File: src/rtl/level_controller.sv
// Whack-a-mole round FSM: times the round, raises difficulty from score, latches final score.
// Outputs follow their inputs by one clock; no backpressure, inputs are sampled every cycle.
module level_controller #(
  parameter int unsigned CLOCKS_PER_SEC = 50000000,
  parameter int unsigned GAME_SECONDS   = 60,
  parameter logic [7:0]  L1_SCORE       = 8'd5,
  parameter logic [7:0]  L2_SCORE       = 8'd10,
  parameter logic [7:0]  L3_SCORE       = 8'd20,
  parameter logic [27:0] SPEED_L0       = 28'd100000000,
  parameter logic [27:0] SPEED_L1       = 28'd75000000,
  parameter logic [27:0] SPEED_L2       = 28'd50000000,
  parameter logic [27:0] SPEED_L3       = 28'd25000000
) (
  input  logic        clock,
  input  logic        resetn,
  input  logic        start,
  input  logic        abort,
  input  logic [7:0]  score,
  output logic        game,
  output logic [27:0] speed,
  output logic [1:0]  level,
  output logic [7:0]  time_left,
  output logic        game_over,
  output logic [7:0]  final_score
);

  localparam int unsigned    TW        = (CLOCKS_PER_SEC > 1) ? $clog2(CLOCKS_PER_SEC) : 1;
  localparam logic [TW-1:0]  TICK_MAX  = TW'(CLOCKS_PER_SEC - 1);
  localparam logic [7:0]     TIME_INIT = 8'(GAME_SECONDS);

  typedef enum logic [1:0] {
    ST_IDLE = 2'd0,
    ST_PLAY = 2'd1,
    ST_OVER = 2'd2
  } state_t;

  state_t          r_state, w_state_nxt;
  logic            r_start_q;
  logic [TW-1:0]   r_tick, w_tick_nxt;
  logic [7:0]      r_time_left, w_time_left_nxt;
  logic [1:0]      r_level, w_level_nxt;
  logic [27:0]     r_speed, w_speed_nxt;
  logic [7:0]      r_final_score, w_final_score_nxt;

  logic            w_start_pulse;
  logic            w_tick;
  logic [1:0]      w_target;
  logic [1:0]      w_level_up;

  function automatic logic [27:0] speed_of(input logic [1:0] lvl);
    case (lvl)
      2'd0:    speed_of = SPEED_L0;
      2'd1:    speed_of = SPEED_L1;
      2'd2:    speed_of = SPEED_L2;
      default: speed_of = SPEED_L3;
    endcase
  endfunction

  assign w_start_pulse = start & ~r_start_q;
  assign w_tick        = (r_tick == TICK_MAX);

  always_comb begin
    w_target = 2'd0;
    if (score >= L3_SCORE)      w_target = 2'd3;
    else if (score >= L2_SCORE) w_target = 2'd2;
    else if (score >= L1_SCORE) w_target = 2'd1;
  end

  // Level is a running maximum within the round; a falling score never slows the moles.
  assign w_level_up = (w_target > r_level) ? w_target : r_level;

  always_comb begin
    w_state_nxt       = r_state;
    w_tick_nxt        = r_tick;
    w_time_left_nxt   = r_time_left;
    w_level_nxt       = r_level;
    w_speed_nxt       = r_speed;
    w_final_score_nxt = r_final_score;

    case (r_state)
      ST_IDLE: begin
        if (w_start_pulse) begin
          w_state_nxt     = ST_PLAY;
          w_tick_nxt      = '0;
          w_time_left_nxt = TIME_INIT;
          w_level_nxt     = 2'd0;
          w_speed_nxt     = SPEED_L0;
        end
      end

      ST_PLAY: begin
        if (abort) begin
          w_state_nxt     = ST_IDLE;
          w_tick_nxt      = '0;
          w_time_left_nxt = TIME_INIT;
          w_level_nxt     = 2'd0;
          w_speed_nxt     = SPEED_L0;
        end else begin
          w_level_nxt = w_level_up;
          w_speed_nxt = speed_of(w_level_up);
          if (w_tick) begin
            w_tick_nxt = '0;
            if (r_time_left > 8'd1) begin
              w_time_left_nxt = r_time_left - 8'd1;
            end else begin
              w_time_left_nxt   = 8'd0;
              w_state_nxt       = ST_OVER;
              w_final_score_nxt = score;
            end
          end else begin
            w_tick_nxt = r_tick + TW'(1);
          end
        end
      end

      ST_OVER: begin
        if (abort) begin
          w_state_nxt     = ST_IDLE;
          w_tick_nxt      = '0;
          w_time_left_nxt = TIME_INIT;
          w_level_nxt     = 2'd0;
          w_speed_nxt     = SPEED_L0;
        end else if (w_start_pulse) begin
          w_state_nxt     = ST_PLAY;
          w_tick_nxt      = '0;
          w_time_left_nxt = TIME_INIT;
          w_level_nxt     = 2'd0;
          w_speed_nxt     = SPEED_L0;
        end
      end

      default: begin
        w_state_nxt     = ST_IDLE;
        w_tick_nxt      = '0;
        w_time_left_nxt = TIME_INIT;
        w_level_nxt     = 2'd0;
        w_speed_nxt     = SPEED_L0;
      end
    endcase
  end

  always_ff @(posedge clock or negedge resetn) begin
    if (!resetn) begin
      r_state       <= ST_IDLE;
      r_start_q     <= 1'b0;
      r_tick        <= '0;
      r_time_left   <= TIME_INIT;
      r_level       <= 2'd0;
      r_speed       <= SPEED_L0;
      r_final_score <= 8'd0;
    end else begin
      r_state       <= w_state_nxt;
      r_start_q     <= start;
      r_tick        <= w_tick_nxt;
      r_time_left   <= w_time_left_nxt;
      r_level       <= w_level_nxt;
      r_speed       <= w_speed_nxt;
      r_final_score <= w_final_score_nxt;
    end
  end

  assign game        = (r_state == ST_PLAY);
  assign game_over   = (r_state == ST_OVER);
  assign level       = r_level;
  assign speed       = r_speed;
  assign time_left   = r_time_left;
  assign final_score = r_final_score;

endmodule

File: config.mk
export PLATFORM = sky130hd
export DESIGN_NAME = level_controller
export DESIGN_NICKNAME = d
export VERILOG_FILES = /design/src/rtl/level_controller.sv
export SDC_FILE = /design/constraint.sdc
export NUM_CORES = 1
export LEC_CHECK = 0
export BUFFER_PORTS_ARGS = -buffer_cell sky130_fd_sc_hd__buf_4
export CORE_ASPECT_RATIO = 0.8
export CORE_MARGIN = 3
export CORE_UTILIZATION = 40
export CTS_BUF_LIST = sky130_fd_sc_hd__clkbuf_4
export CTS_CLUSTER_SIZE = 24
export DETAILED_ROUTE_END_ITERATION = 7
export PLACE_DENSITY = 0.67
export REMOVE_ABC_BUFFERS = 1
export SYNTH_ARGS = -nofsm -noshare
export SYNTH_HDL_FRONTEND = slang
export SYNTH_SLANG_ARGS = --single-unit
File: constraint.sdc
create_clock -name clock -period 2.9 [get_ports clock]
set_input_delay 0.145 -clock clock [delete_from_list [all_inputs] [get_ports clock]]
set_output_delay 0.145 -clock clock [all_outputs]
set_load 0.05 [all_outputs]
==> key figures <==
Outcome
  – Status: completed

Detailed routing
  – Initial DRC Count: 223
  – Avg Vias per Cell: 5.63
  – Drt pass-1 iters: 4
  – Residual DRC: 0
  – WL/cell: 16.0 microns
  – Routed Antenna Nets: 0
  – DRT Wirelength: between 9000 and 10000 microns
  – DR vias: 3250

Timing
  – Worst-margin pin slew: 0.933 ns
  – Clk_skew: 0.0182 ns
  – Max Slew Vio Count: 0
  – Final-report setup violation count: 0
  – FMAX: between 0.4 and 0.5 GHz
  – Fin crit share: 83.3%
  – Setup slack after layout: 0.483 ns
  – Hold_ws: between 0.3 and 0.4 ns
  – Final critical-path required period: 2.42 ns
  – Max-Slew Margin vs Limit: between 30% and 40%
  – Final Hold Vio Count: 0
  – RSZ-0062 raised after global routing: false

Placed design
  – Placed insts: 550
  – Port bufs: 59
  – Final HPWL DP: roughly 6100 microns
  – Dpl cell area: 0.00441 sq mm
  – Pre-CTS setup slack: 0.575 ns
  – Final GP Congestion: 0.878

Clock tree
  – CTS Buf Count: 9
  – Clock sink total: 75
  – Clk_lat worst skew: roughly 0.44 ns
  – Number of H-tree levels: 3
  – Clock root buffer: clkbuf_4
  – CTS hold repair buffers: 11
  – CTS tree: done
  – Clk slew on worst S/H paths: 0.13 ns
  – Longest Clk Path Bufs: 2
  – PostCTS Resize Cnt: 0
  – Buffer count from post-CTS setup fixing: 0

Setup path
  – Levels on crit path: 13
  – Largest delay share family, worst path: buffers and inverters
  – Reg2Reg Launch Point: r_tick[0]
  – Arr. time, crit path: 2.79 ns
  – Crit Path Max Fanout: 4
  – CP startpoint: score[7]
  – Type of the worst setup path: input pin to flip-flop
  – RR Endpoint: final_score[3]
  – Critical path cell sequence: dlygate4sd3_1, buf_4, nor3_1, nand2_1, nor2_1, ha_1, o21bai_1, a21oi_1, inv_1, nand2_1, ha_1, o32ai_1, a21oi_1
  – Slowest Stage Delay on Critical Path: 0.54 ns
  – CP max-delay cell: dlygate4sd3_1
  – Buf/Inv on CP: 3
  – Worst path required time: roughly 3.3 ns
  – Crit path capture type: flip-flop
  – Reg2Reg Depth: 7
  – Launching element type of the critical path: input pin
  – Reg2Reg Setup Slack: 0.55 ns
  – CP endpoint: speed[24]

Die
  – Chip Width: between 100 and 150 microns
  – Row count: 31
  – CORE AREA: 0.00919 sq mm
  – Die area: 0.0108 sq mm
  – Die Y: ~94 microns
  – Initial Util: 41.8%
  – I/O Pins: 60

Global routing
  – Total gr overflow: 0
  – Vias in the first global route: just over 3000
  – GRT Total Usage: 18.2%
  – Initial antenna violation count: 0
  – Largest net degree at the start of global routing: 76
  – First-pass GRT wire length: 15700 microns

Cells and area
  – Non-Filler Instances: 577
  – Layout Area Growth over Synthesis: 21.5%
  – Nets: roughly 480
  – Antenna cells: 0
  – Cell area after layout: 0.00467 sq mm
  – Share of cells above drive strength 1: between 20% and 30%

Yosys
  – Avg Synthesized Cell Area: between 9 and 10 sq um
  – Post-synth EDFFs: 0
  – Synth async-reset ratio: 100%
  – Sequential element share of the synthesized area: 49.3%
  – Area of the mapped netlist: 0.00384 sq mm
  – Post-synth top flop: dfrtp_1
  – Unique masters post-synth: between 50 and 60
  – #FFs+latches synth: 75
  – Gate Count Post-Synth: 388
  – Synth warn: 0

Worst hold path
  – HP Class: input pin to asynchronous set/reset pin

Power and ir drop
  – Peak VDD IR: 0.262 mV
  – Leakage power: 2.04 nW
  – Tot Pwr: 0.00253 W
  – PD cells: 541 mW/mm^2

Job
  – Max Cap Viol: 0
==> power breakdown <==
part	internal (W)	switching, W
combinational	0.000200	0.000441
clock	0.000281	0.000404
sequential	0.00114	0.0000656
total	0.00162	0.000910
==> sequential cells by signal, indices dropped and copies added, names as in the netlist <==
name,flops
final_score,8
r_state,2
speed,28
level,2
r_tick,26
r_start_q,1
time_left,8
==> logic make-up after synthesis <==
kind of cell | after synthesis | synth area share [%]
buffers and inverters | 37 | 4.26
multiplexers | 13 | 4.43
XOR/XNOR | 2 | 0.456
adder cells (fa/ha/maj) | 8 | 2.60
AND/OR/NAND/NOR | 152 | 22.6
AO/OA/AOI/OAI | 101 | 16.3
flip-flops | 75 | 49.3
==> layer usage <==
layer	share of wire, %	up-vias	track usage [%]
li1	-	1564	-
met3	5.3	8	5.15
met4	1.1	0	4.25
met1	49	1587	26.7
met2	45	91	26.6
met5	0	-	0
==> cell usage after synthesis, drive strengths merged, types with 7 or more instances <==
| cell type | number | area share, % |
|---|---|---|
| a21oi | 34 | 4.4 |
| dfrtp | 59 | 38 |
| nand3 | 20 | 2.7 |
| mux2 | 8 | 3.1 |
| a31oi | 14 | 2.3 |
| clkbuf | 15 | 1.5 |
| nand4 | 7 | 1.1 |
| o21ai | 18 | 2.3 |
| and2 | 11 | 1.8 |
| nor2 | 17 | 1.7 |
| nand2 | 38 | 3.8 |
| ha | 8 | 2.6 |
| inv | 13 | 1.3 |
| nor3 | 10 | 1.3 |
| dfstp | 16 | 11 |
| o22ai | 8 | 1.3 |
| nand2b | 12 | 2.0 |
| buf | 9 | 1.5 |
==> final cells by class <==
class	count	area [sq um]
Clock buffer	10	75.1
Clock inverter	6	72.6
Fill cell	842	4520
Inverter	13	48.8
Multi-Input combinational cell	276	1790
Sequential cell	75	1900
Tap cell	115	144
Timing Repair Buffer	82	643
==> through the flow <==
step	setup TNS [ns]	utilization [%]
floorplan	-1.68	-
global placement	0	48.0
detailed placement	0	48.0
CTS	0	50.8
global route	0	50.8
finish	0	50.8
==> placed cells by master (no fill, tap or decap), types with 8 or more instances in the layout <==
cell           netlist  routed
nand3_1             19      19
dfstp_2             16      16
a21oi_1             34      34
dfrtp_1             59      59
nor2_1              17      17
o21ai_0             18      18
a31oi_1             14      13
clkbuf_4             0      10
o22ai_1              8       8
ha_1                 8       8
mux2_4               8       8
buf_4                3      71
nor3_1              10      10
nand2b_1            12      12
inv_1               13      13
and2_1              11      11
nand2_1             37      37
dlygate4sd3_1        0      11
==> worst min-delay path by stage <==
stage,end,start,slack (ns)
5_1_grt,r_start_q,start,0.34
6_report,r_tick[13],resetn,0.36
4_1_cts,r_start_q,start,0.35
2_1_floorplan,final_score[0],resetn,-0.15
3_3_place_gp,r_start_q,start,0.27
3_5_place_dp,r_start_q,start,0.27
==> worst reg2reg max path, stage by stage (launching register included) <==
cell     delay (ns)
dfrtp_1        0.42
ha_1           0.23
nand3_2        0.11
or3_4          0.41
nor4_4         0.35
and3_1         0.21
buf_4          0.21
mux2_4         0.32
(Power assumes the default switching activity.)
